`src/rtl/fc_data_mover_ncore_pkg.sv`:
```
// fc_pkg: state encodings and width helpers shared by the FC data mover slice.
package fc_pkg;

    localparam logic [1:0] ST_IDLE  = 2'd0;
    localparam logic [1:0] ST_RUN   = 2'd1;
    localparam logic [1:0] ST_FLUSH = 2'd2;
    localparam logic [1:0] ST_DONE  = 2'd3;

    // Accumulator width per lane: generous headroom over the 2*w product.
    function automatic int fc_acc_w(input int in_w);
        return 4 * in_w;
    endfunction

endpackage

```
`src/rtl/fc_data_mover_ncore_if.sv`:
```
// BRAM-side bus of the FC data mover: node read port (b0), weight read
// port (b1) and result write port (b2).
interface fc_data_mover_ncore_if
    import fc_pkg::*;
#(
    parameter int AWIDTH = 12,
    parameter int DWIDTH = 32,
    parameter int OWIDTH = (DWIDTH / 8) * fc_acc_w(8)
);
    logic [AWIDTH-1:0] addr_b0;
    logic              ce_b0;
    logic              we_b0;
    logic [DWIDTH-1:0] d_b0;
    logic [DWIDTH-1:0] q_b0;

    logic [AWIDTH-1:0] addr_b1;
    logic              ce_b1;
    logic              we_b1;
    logic [DWIDTH-1:0] d_b1;
    logic [DWIDTH-1:0] q_b1;

    logic [AWIDTH-1:0] addr_b2;
    logic              ce_b2;
    logic              we_b2;
    logic [OWIDTH-1:0] d_b2;

    modport master (
        output addr_b0, ce_b0, we_b0, d_b0, input q_b0,
        output addr_b1, ce_b1, we_b1, d_b1, input q_b1,
        output addr_b2, ce_b2, we_b2, d_b2
    );

    modport slave (
        input addr_b0, ce_b0, we_b0, d_b0, output q_b0,
        input addr_b1, ce_b1, we_b1, d_b1, output q_b1,
        input addr_b2, ce_b2, we_b2, d_b2
    );
endinterface

```
`src/rtl/fc_data_mover_ncore_mac_lane.sv`:
```
// fc_mac_lane: one signed multiply-accumulate lane. The accumulator loads
// the product on the first element of a node and adds afterwards, wrapping
// in two's complement. ReLU is applied on the output view only.
module fc_mac_lane #(
    parameter int IN_W  = 8,
    parameter int ACC_W = 32
) (
    input  logic                    clk,
    input  logic                    reset_n,
    input  logic                    i_vld,
    input  logic                    i_first,
    input  logic                    i_relu,
    input  logic signed [IN_W-1:0]  i_a,
    input  logic signed [IN_W-1:0]  i_b,
    output logic [ACC_W-1:0]        o_res
);
    logic signed [2*IN_W-1:0] w_a_ext;
    logic signed [2*IN_W-1:0] w_b_ext;
    logic signed [2*IN_W-1:0] w_prod;
    logic [ACC_W-1:0]         w_prod_ext;
    logic [ACC_W-1:0]         r_acc;

    assign w_a_ext    = {{IN_W{i_a[IN_W-1]}}, i_a};
    assign w_b_ext    = {{IN_W{i_b[IN_W-1]}}, i_b};
    assign w_prod     = w_a_ext * w_b_ext;
    assign w_prod_ext = {{(ACC_W-2*IN_W){w_prod[2*IN_W-1]}}, w_prod};

    // accumulate aligned operand pairs; first element of a node restarts the sum
    always_ff @(posedge clk or negedge reset_n) begin
        if (!reset_n)
            r_acc <= '0;
        else if (i_vld)
            r_acc <= i_first ? w_prod_ext : r_acc + w_prod_ext;
    end

    assign o_res = (i_relu && r_acc[ACC_W-1]) ? '0 : r_acc;

endmodule

```
`src/rtl/fc_data_mover_ncore.sv`:
```
// fc_data_mover_ncore: streams N node words and N*M weight words from two
// BRAMs, one read per cycle, and writes one multi-lane dot product per
// output node into the result BRAM two cycles after its last read.
module fc_data_mover_ncore
    import fc_pkg::*;
#(
    parameter int CNT_BIT       = 31,
    parameter int DWIDTH        = 32,
    parameter int AWIDTH        = 12,
    parameter int IN_DATA_WIDTH = 8
) (
    input  logic               clk,
    input  logic               reset_n,
    input  logic               i_run,
    input  logic [CNT_BIT-1:0] i_num_cnt,
    input  logic [CNT_BIT-1:0] i_num_out,
    input  logic               i_relu_en,
    output logic               o_idle,
    output logic               o_run,
    output logic               o_done,
    fc_data_mover_ncore_if.master bus
);
    localparam int NUM_LANE = DWIDTH / IN_DATA_WIDTH;
    localparam int ACC_W    = fc_acc_w(IN_DATA_WIDTH);
    localparam logic [CNT_BIT-1:0] C_ONE = CNT_BIT'(1);
    localparam logic [AWIDTH-1:0]  A_ONE = AWIDTH'(1);

    logic [1:0]                r_state;
    logic [CNT_BIT-1:0]        r_num_cnt;
    logic [CNT_BIT-1:0]        r_num_out;
    logic [CNT_BIT-1:0]        r_in_idx;
    logic [CNT_BIT-1:0]        r_out_idx;
    logic [AWIDTH-1:0]         r_wptr;
    logic                      r_relu;

    // read-data alignment stage (q_b0/q_b1 valid while these are)
    logic                      r_vld;
    logic                      r_first;
    logic                      r_last;
    logic                      r_last_node;
    logic [AWIDTH-1:0]         r_out_d1;

    // write stage
    logic                      r_we_b2;
    logic                      r_wr_last;
    logic [AWIDTH-1:0]         r_addr_b2;

    logic                      w_issue;
    logic                      w_in_last;
    logic                      w_out_last;
    logic [NUM_LANE*ACC_W-1:0] w_d_b2;

    assign w_issue    = (r_state == ST_RUN);
    assign w_in_last  = (r_in_idx == r_num_cnt - C_ONE);
    assign w_out_last = (r_out_idx == r_num_out - C_ONE);

    // control FSM plus node/output/weight read counters
    always_ff @(posedge clk or negedge reset_n) begin
        if (!reset_n) begin
            r_state   <= ST_IDLE;
            r_num_cnt <= '0;
            r_num_out <= '0;
            r_in_idx  <= '0;
            r_out_idx <= '0;
            r_wptr    <= '0;
            r_relu    <= 1'b0;
        end else begin
            case (r_state)
                ST_IDLE: begin
                    if (i_run) begin
                        r_num_cnt <= i_num_cnt;
                        r_num_out <= i_num_out;
                        r_relu    <= i_relu_en;
                        r_in_idx  <= '0;
                        r_out_idx <= '0;
                        r_wptr    <= '0;
                        // empty job: nothing to read or write
                        r_state   <= (i_num_cnt == '0 || i_num_out == '0) ? ST_DONE : ST_RUN;
                    end
                end
                ST_RUN: begin
                    r_wptr <= r_wptr + A_ONE;
                    if (w_in_last) begin
                        r_in_idx  <= '0;
                        r_out_idx <= r_out_idx + C_ONE;
                        if (w_out_last)
                            r_state <= ST_FLUSH;
                    end else begin
                        r_in_idx <= r_in_idx + C_ONE;
                    end
                end
                ST_FLUSH: begin
                    if (r_wr_last)
                        r_state <= ST_DONE;
                end
                default: r_state <= ST_IDLE;
            endcase
        end
    end

    // delay read tags one cycle to meet BRAM data, then form the write strobe
    always_ff @(posedge clk or negedge reset_n) begin
        if (!reset_n) begin
            r_vld       <= 1'b0;
            r_first     <= 1'b0;
            r_last      <= 1'b0;
            r_last_node <= 1'b0;
            r_out_d1    <= '0;
            r_we_b2     <= 1'b0;
            r_wr_last   <= 1'b0;
            r_addr_b2   <= '0;
        end else begin
            r_vld       <= w_issue;
            r_first     <= w_issue && (r_in_idx == '0);
            r_last      <= w_issue && w_in_last;
            r_last_node <= w_issue && w_in_last && w_out_last;
            r_out_d1    <= r_out_idx[AWIDTH-1:0];
            r_we_b2     <= r_vld && r_last;
            r_wr_last   <= r_vld && r_last_node;
            if (r_vld && r_last)
                r_addr_b2 <= r_out_d1;
        end
    end

    genvar k;
    generate
        for (k = 0; k < NUM_LANE; k++) begin : g_lane
            fc_mac_lane #(
                .IN_W  (IN_DATA_WIDTH),
                .ACC_W (ACC_W)
            ) u_lane (
                .clk     (clk),
                .reset_n (reset_n),
                .i_vld   (r_vld),
                .i_first (r_first),
                .i_relu  (r_relu),
                .i_a     (bus.q_b0[(NUM_LANE-k)*IN_DATA_WIDTH-1 -: IN_DATA_WIDTH]),
                .i_b     (bus.q_b1[(NUM_LANE-k)*IN_DATA_WIDTH-1 -: IN_DATA_WIDTH]),
                .o_res   (w_d_b2[(NUM_LANE-k)*ACC_W-1 -: ACC_W])
            );
        end
    endgenerate

    assign o_idle = (r_state == ST_IDLE);
    assign o_run  = (r_state == ST_RUN) || (r_state == ST_FLUSH);
    assign o_done = (r_state == ST_DONE);

    assign bus.addr_b0 = w_issue ? r_in_idx[AWIDTH-1:0] : '0;
    assign bus.ce_b0   = w_issue;
    assign bus.we_b0   = 1'b0;
    assign bus.d_b0    = '0;

    assign bus.addr_b1 = w_issue ? r_wptr : '0;
    assign bus.ce_b1   = w_issue;
    assign bus.we_b1   = 1'b0;
    assign bus.d_b1    = '0;

    assign bus.addr_b2 = r_addr_b2;
    assign bus.ce_b2   = r_we_b2;
    assign bus.we_b2   = r_we_b2;
    assign bus.d_b2    = w_d_b2;

endmodule

```
`src/flat_wrapper.sv`:
```
// flat-port wrapper written by rule: the top's interface ports become plain ports
module fc_data_mover_ncore_flat import fc_pkg::*;
#(
    parameter int CNT_BIT       = 31,
    parameter int DWIDTH        = 32,
    parameter int AWIDTH        = 12,
    parameter int IN_DATA_WIDTH = 8
)
  (clk, reset_n, i_run, i_num_cnt, i_num_out, i_relu_en, o_idle, o_run, o_done, bus_addr_b0, bus_ce_b0, bus_we_b0, bus_d_b0, bus_q_b0, bus_addr_b1, bus_ce_b1, bus_we_b1, bus_d_b1, bus_q_b1, bus_addr_b2, bus_ce_b2, bus_we_b2, bus_d_b2);
  fc_data_mover_ncore_if #(.AWIDTH(AWIDTH), .DWIDTH(DWIDTH), .OWIDTH((128))) bus_i ();
  input  logic clk;
  input  logic reset_n;
  input  logic i_run;
  input  logic [CNT_BIT-1:0] i_num_cnt;
  input  logic [CNT_BIT-1:0] i_num_out;
  input  logic i_relu_en;
  output logic o_idle;
  output logic o_run;
  output logic o_done;
  output wire logic [$bits(bus_i.addr_b0)-1:0] bus_addr_b0;
  output wire logic [$bits(bus_i.ce_b0)-1:0] bus_ce_b0;
  output wire logic [$bits(bus_i.we_b0)-1:0] bus_we_b0;
  output wire logic [$bits(bus_i.d_b0)-1:0] bus_d_b0;
  input wire logic [$bits(bus_i.q_b0)-1:0] bus_q_b0;
  output wire logic [$bits(bus_i.addr_b1)-1:0] bus_addr_b1;
  output wire logic [$bits(bus_i.ce_b1)-1:0] bus_ce_b1;
  output wire logic [$bits(bus_i.we_b1)-1:0] bus_we_b1;
  output wire logic [$bits(bus_i.d_b1)-1:0] bus_d_b1;
  input wire logic [$bits(bus_i.q_b1)-1:0] bus_q_b1;
  output wire logic [$bits(bus_i.addr_b2)-1:0] bus_addr_b2;
  output wire logic [$bits(bus_i.ce_b2)-1:0] bus_ce_b2;
  output wire logic [$bits(bus_i.we_b2)-1:0] bus_we_b2;
  output wire logic [$bits(bus_i.d_b2)-1:0] bus_d_b2;
  assign bus_addr_b0 = bus_i.addr_b0;
  assign bus_ce_b0 = bus_i.ce_b0;
  assign bus_we_b0 = bus_i.we_b0;
  assign bus_d_b0 = bus_i.d_b0;
  assign bus_i.q_b0 = bus_q_b0;
  assign bus_addr_b1 = bus_i.addr_b1;
  assign bus_ce_b1 = bus_i.ce_b1;
  assign bus_we_b1 = bus_i.we_b1;
  assign bus_d_b1 = bus_i.d_b1;
  assign bus_i.q_b1 = bus_q_b1;
  assign bus_addr_b2 = bus_i.addr_b2;
  assign bus_ce_b2 = bus_i.ce_b2;
  assign bus_we_b2 = bus_i.we_b2;
  assign bus_d_b2 = bus_i.d_b2;
  fc_data_mover_ncore #(.CNT_BIT(CNT_BIT), .DWIDTH(DWIDTH), .AWIDTH(AWIDTH), .IN_DATA_WIDTH(IN_DATA_WIDTH)) u_core (.clk(clk), .reset_n(reset_n), .i_run(i_run), .i_num_cnt(i_num_cnt), .i_num_out(i_num_out), .i_relu_en(i_relu_en), .o_idle(o_idle), .o_run(o_run), .o_done(o_done), .bus(bus_i));
endmodule
```
`config.mk`:
```
export PLATFORM = sky130hd
export DESIGN_NAME = fc_data_mover_ncore_flat
export DESIGN_NICKNAME = d
export VERILOG_FILES = /design/src/rtl/fc_data_mover_ncore_pkg.sv /design/src/rtl/fc_data_mover_ncore_if.sv /design/src/rtl/fc_data_mover_ncore_mac_lane.sv /design/src/rtl/fc_data_mover_ncore.sv /design/src/flat_wrapper.sv
export SDC_FILE = /design/constraint.sdc
export NUM_CORES = 2
export LEC_CHECK = 0
export BUFFER_PORTS_ARGS = -buffer_cell sky130_fd_sc_hd__buf_2
export CAP_MARGIN = 20
export CORE_UTILIZATION = 56
export DETAILED_ROUTE_END_ITERATION = 6
export PLACE_DENSITY = 0.82
export RECOVER_POWER = 25
export SYNTH_ARGS = -nofsm -noshare
export SYNTH_HDL_FRONTEND = slang
export SYNTH_HIERARCHICAL = 1
export SYNTH_SLANG_ARGS = --single-unit
```
`constraint.sdc`:
```
create_clock -name clk -period 3.6 [get_ports clk]
set_clock_uncertainty 0.15 [all_clocks]
set_input_delay 0.72 -clock clk [delete_from_list [all_inputs] [get_ports clk]]
set_output_delay 0.72 -clock clk [all_outputs]
set_load 0.02 [all_outputs]
```
==> results.toml <==
[timing]
min_period_ns = 7.04
worst_slack_ns = -3.44
fmax_mhz = 142
tightest_slew_ns = 2.33
slew_viol_final = 77
post-route-period-util_pct = 196
rsz0062_at_grt = "true"
finalSetupTns_ns = -261.11
hold_violations = 0
whs_ns = 0.223
setup_viol = 219
slew-limit-headroom_pct = -55.3

[drt]
drt_wl_total_mm = 135
viasPerCell = 6.40
drcViolationCount = 28
via_count = 36500
drtAntennaViolNets = 0
wl_per_cell_um = 23.6
dr.first_iter.drc_count = 4074
drtPass1Iterations = 7

[setup_path]
crit_arrival_ns = 7.33
rrSetupSlack_ns = -0.28
rr_endpoint = "u_core/r_out_idx[12]"
critPathMaxFanout = 4
cpPeakStageDelay_ns = 0.59
reg2reg_from = "u_core/r_num_cnt[1]"
worstSetupPathType = "in -> reg"
cpMaxStageDelayCell = "fa_1"
critPathRequiredTime_ns = 3.89
crit_path_start_kind = "primary input"
cp-end-kind = "flip-flop"
r2r_cells = 13

[synthesis]
synthMuxAreaShare_pct = 3.89
synth_edf_count = 0
synth_compound_area_share_pct = 15.1
syn_area_um2 = 33700
yosys.area_share.simple_pct = 21.4
ys_ff_latch = 297
ys_async_sr_fraction_pct = 100
synthAdderAreaFrac_pct = 22.6
synth_xor_area_share_pct = 7.14
ys.flop_type = "dfrtp_1"
yosys_warnings = 6
synthesis.area_per_instance_um2 = 8.65
ys_types = 114
synth_cells = 3895
ys_seq_area_share_pct = 22.1
synth_top_family_by_area = "adder cells"

[clocking]
cts_buffers = 37
cts_sinks = 297
clk_latency_ns = 0.60
cts_tree = "done"
htree_levels = 2
clockRootBuffer = "clkbuf_16"
cts_buffer_depth = 3
clk_pin_slew_ns = 0.06

[final_layout]
final_cell_mix = "buf_4 (697), inv_1 (362), dfrtp_1 (295)"
area_growth_pct = 40.8
fill_cells = 3251
final_common_cell = "buf_4"
drive_above_1_share_pct = 39.2
nets = 5507

[floorplanning]
die_w_um = 247
num_rows = 89
core_area_um2 = 59200
pin_count = 367
initial_core_util_pct = 56.9
dieArea_um2 = 61200
die_h_um = 247

[status]
status = "finished, violations left"
violations = "DRC, capacitance limit, slew limit, setup timing"

[worst_hold_path]
hold_class = "in -> reg"
min_to = "u_core/r_relu"
min_from = "i_relu_en"
worst_hold_path.num_cells = 2

[grt]
grt_overflow_total = 0
antenna_found_initial = 4
grt_max_degree = 81
track_usage_pct = 37.1
grt_pass1_vias = 34900
grt_pass1_wl_mm = 181

[place]
portBuffers = 300
gp_congestion = 0.934
hpwl_mm = 76.5

[job]
maxCapViolations = 1
registers in the layout, indices dropped and copies added, names as in the netlist:
name / cells
u_core/r_wr_last: 1
u_core/r_last: 1
u_core/r_relu: 1
u_core/r_wptr: 12
u_core/r_out_idx: 31
u_core/g_lane.u_lane/r_acc: 128
u_core/r_vld: 1
u_core/bus.ce_b2: 1
u_core/r_out_d1: 12
u_core/r_state: 2
u_core/r_last_node: 1
u_core/r_first: 1
u_core/r_num_out: 31
u_core/r_num_cnt: 31
u_core/bus.addr_b2: 12
u_core/r_in_idx: 31
metrics by stage:
step / util [%] / instance area (µm²) / setup slack, ns / instances
4_1_cts: 77.8 / 46100 / -2.92 / 5665
5_1_grt: 80.1 / 47400 / -3.50 / 5704
3_5_place_dp: 71.2 / 42200 / -3.63 / 5523
2_1_floorplan: - / 35500 / -3.32 / 3960
6_report: 80.1 / 47400 / -3.44 / 5705
3_3_place_gp: 71.2 / 42200 / -3.49 / 5523
layout make-up:
type / instances / area (µm²) / area share, %
flip-flops and latches: 297 / 7440 / 15.7
repair buffers: 1108 / 8250 / 17.4
clock inverters: 14 / 186 / 0.393
well taps: 773 / 967 / 2.04
repair inverters: 1 / 11.3 / 0.0237
inverters: 413 / 1560 / 3.29
diodes: 2 / 5.00 / 0.0106
clock buffers: 53 / 1070 / 2.25
multi-input cells: 3044 / 27900 / 58.9
synthesized netlist by cell type, drive strengths merged (6+ instances only):
cell / n / area, µm²
a211oi: 25 / 215
a21o: 70 / 534
a21oi: 291 / 1480
a311oi: 6 / 76.3
a31oi: 40 / 278
a41oi: 6 / 52.6
and2: 339 / 2120
and3: 30 / 188
and4: 12 / 105
buf: 94 / 649
clkbuf: 112 / 420
dfrtp: 297 / 7430
fa: 224 / 4480
ha: 251 / 3140
inv: 411 / 1540
mux2: 96 / 1080
mux2i: 23 / 230
nand2: 204 / 781
nand2b: 24 / 150
nand3: 97 / 485
nand3b: 9 / 67.6
nand4: 52 / 353
nand4b: 9 / 78.8
nor2: 279 / 1050
nor2b: 53 / 332
nor3: 66 / 345
nor3b: 15 / 123
nor4: 48 / 362
nor4b: 13 / 114
o2111ai: 13 / 120
o211ai: 31 / 251
o21a: 31 / 240
o21ai: 143 / 719
o21bai: 23 / 176
o221ai: 8 / 76.3
o22a: 11 / 96.3
o22ai: 9 / 56.3
o31ai: 12 / 90.1
o41ai: 9 / 93.8
or2: 11 / 68.8
or3: 35 / 219
or4: 22 / 173
xnor2: 166 / 1470
xor2: 107 / 937
routing by layer:
layer / routed length [µm] / vias to the layer above / GRT usage (%)
li1: - / 15200 / -
met1: 46700 / 17300 / 44.8
met2: 61500 / 2817 / 62.5
met3: 14200 / 1135 / 5.87
met4: 12200 / 8 / 21.7
met5: 138 / - / 0
worst max-delay path by stage:
stage                 start                           endpoint  slack [ns]  depth (start not counted)
2_1_floorplan   bus_q_b1[2]  u_core/g_lane[3].u_lane/r_acc[31]       -3.32                         27
3_3_place_gp    bus_q_b1[3]  u_core/g_lane[3].u_lane/r_acc[31]       -3.49                         27
3_5_place_dp    bus_q_b0[6]  u_core/g_lane[3].u_lane/r_acc[31]       -3.63                         27
4_1_cts         bus_q_b1[2]  u_core/g_lane[3].u_lane/r_acc[21]       -2.92                         32
5_1_grt         bus_q_b1[2]  u_core/g_lane[3].u_lane/r_acc[31]       -3.50                         28
6_report       bus_q_b0[22]  u_core/g_lane[1].u_lane/r_acc[29]       -3.44                         29
kinds of logic (layout without fill, tap and decap cells):
logic type / count (synthesis) / count (layout)
mux: 119 / 119
compound gates: 784 / 784
buf+inv: 619 / 1589
fa+ha+maj: 475 / 475
simple gates: 1327 / 1327
xor+xnor: 273 / 273
other cells: 1 / 68
flops: 297 / 297
critical path: cells and delay by family:
family          cells  cell delay (ns)
buf+inv             9             0.86
simple gates        4             0.74
compound gates     10             2.16
fa+ha+maj           6             2.84
timing repair:
item                       4_1_cts  5_1_grt
resized for setup              448      206
buffers inserted                91       49
setup endpoints to repair      162      218
pin swaps                      246      150
cloned                           1        0
hold buffers                     0        0
Power is not shown: default switching activity piles up to over one toggle a cycle in this logic, so the estimate is an artifact.
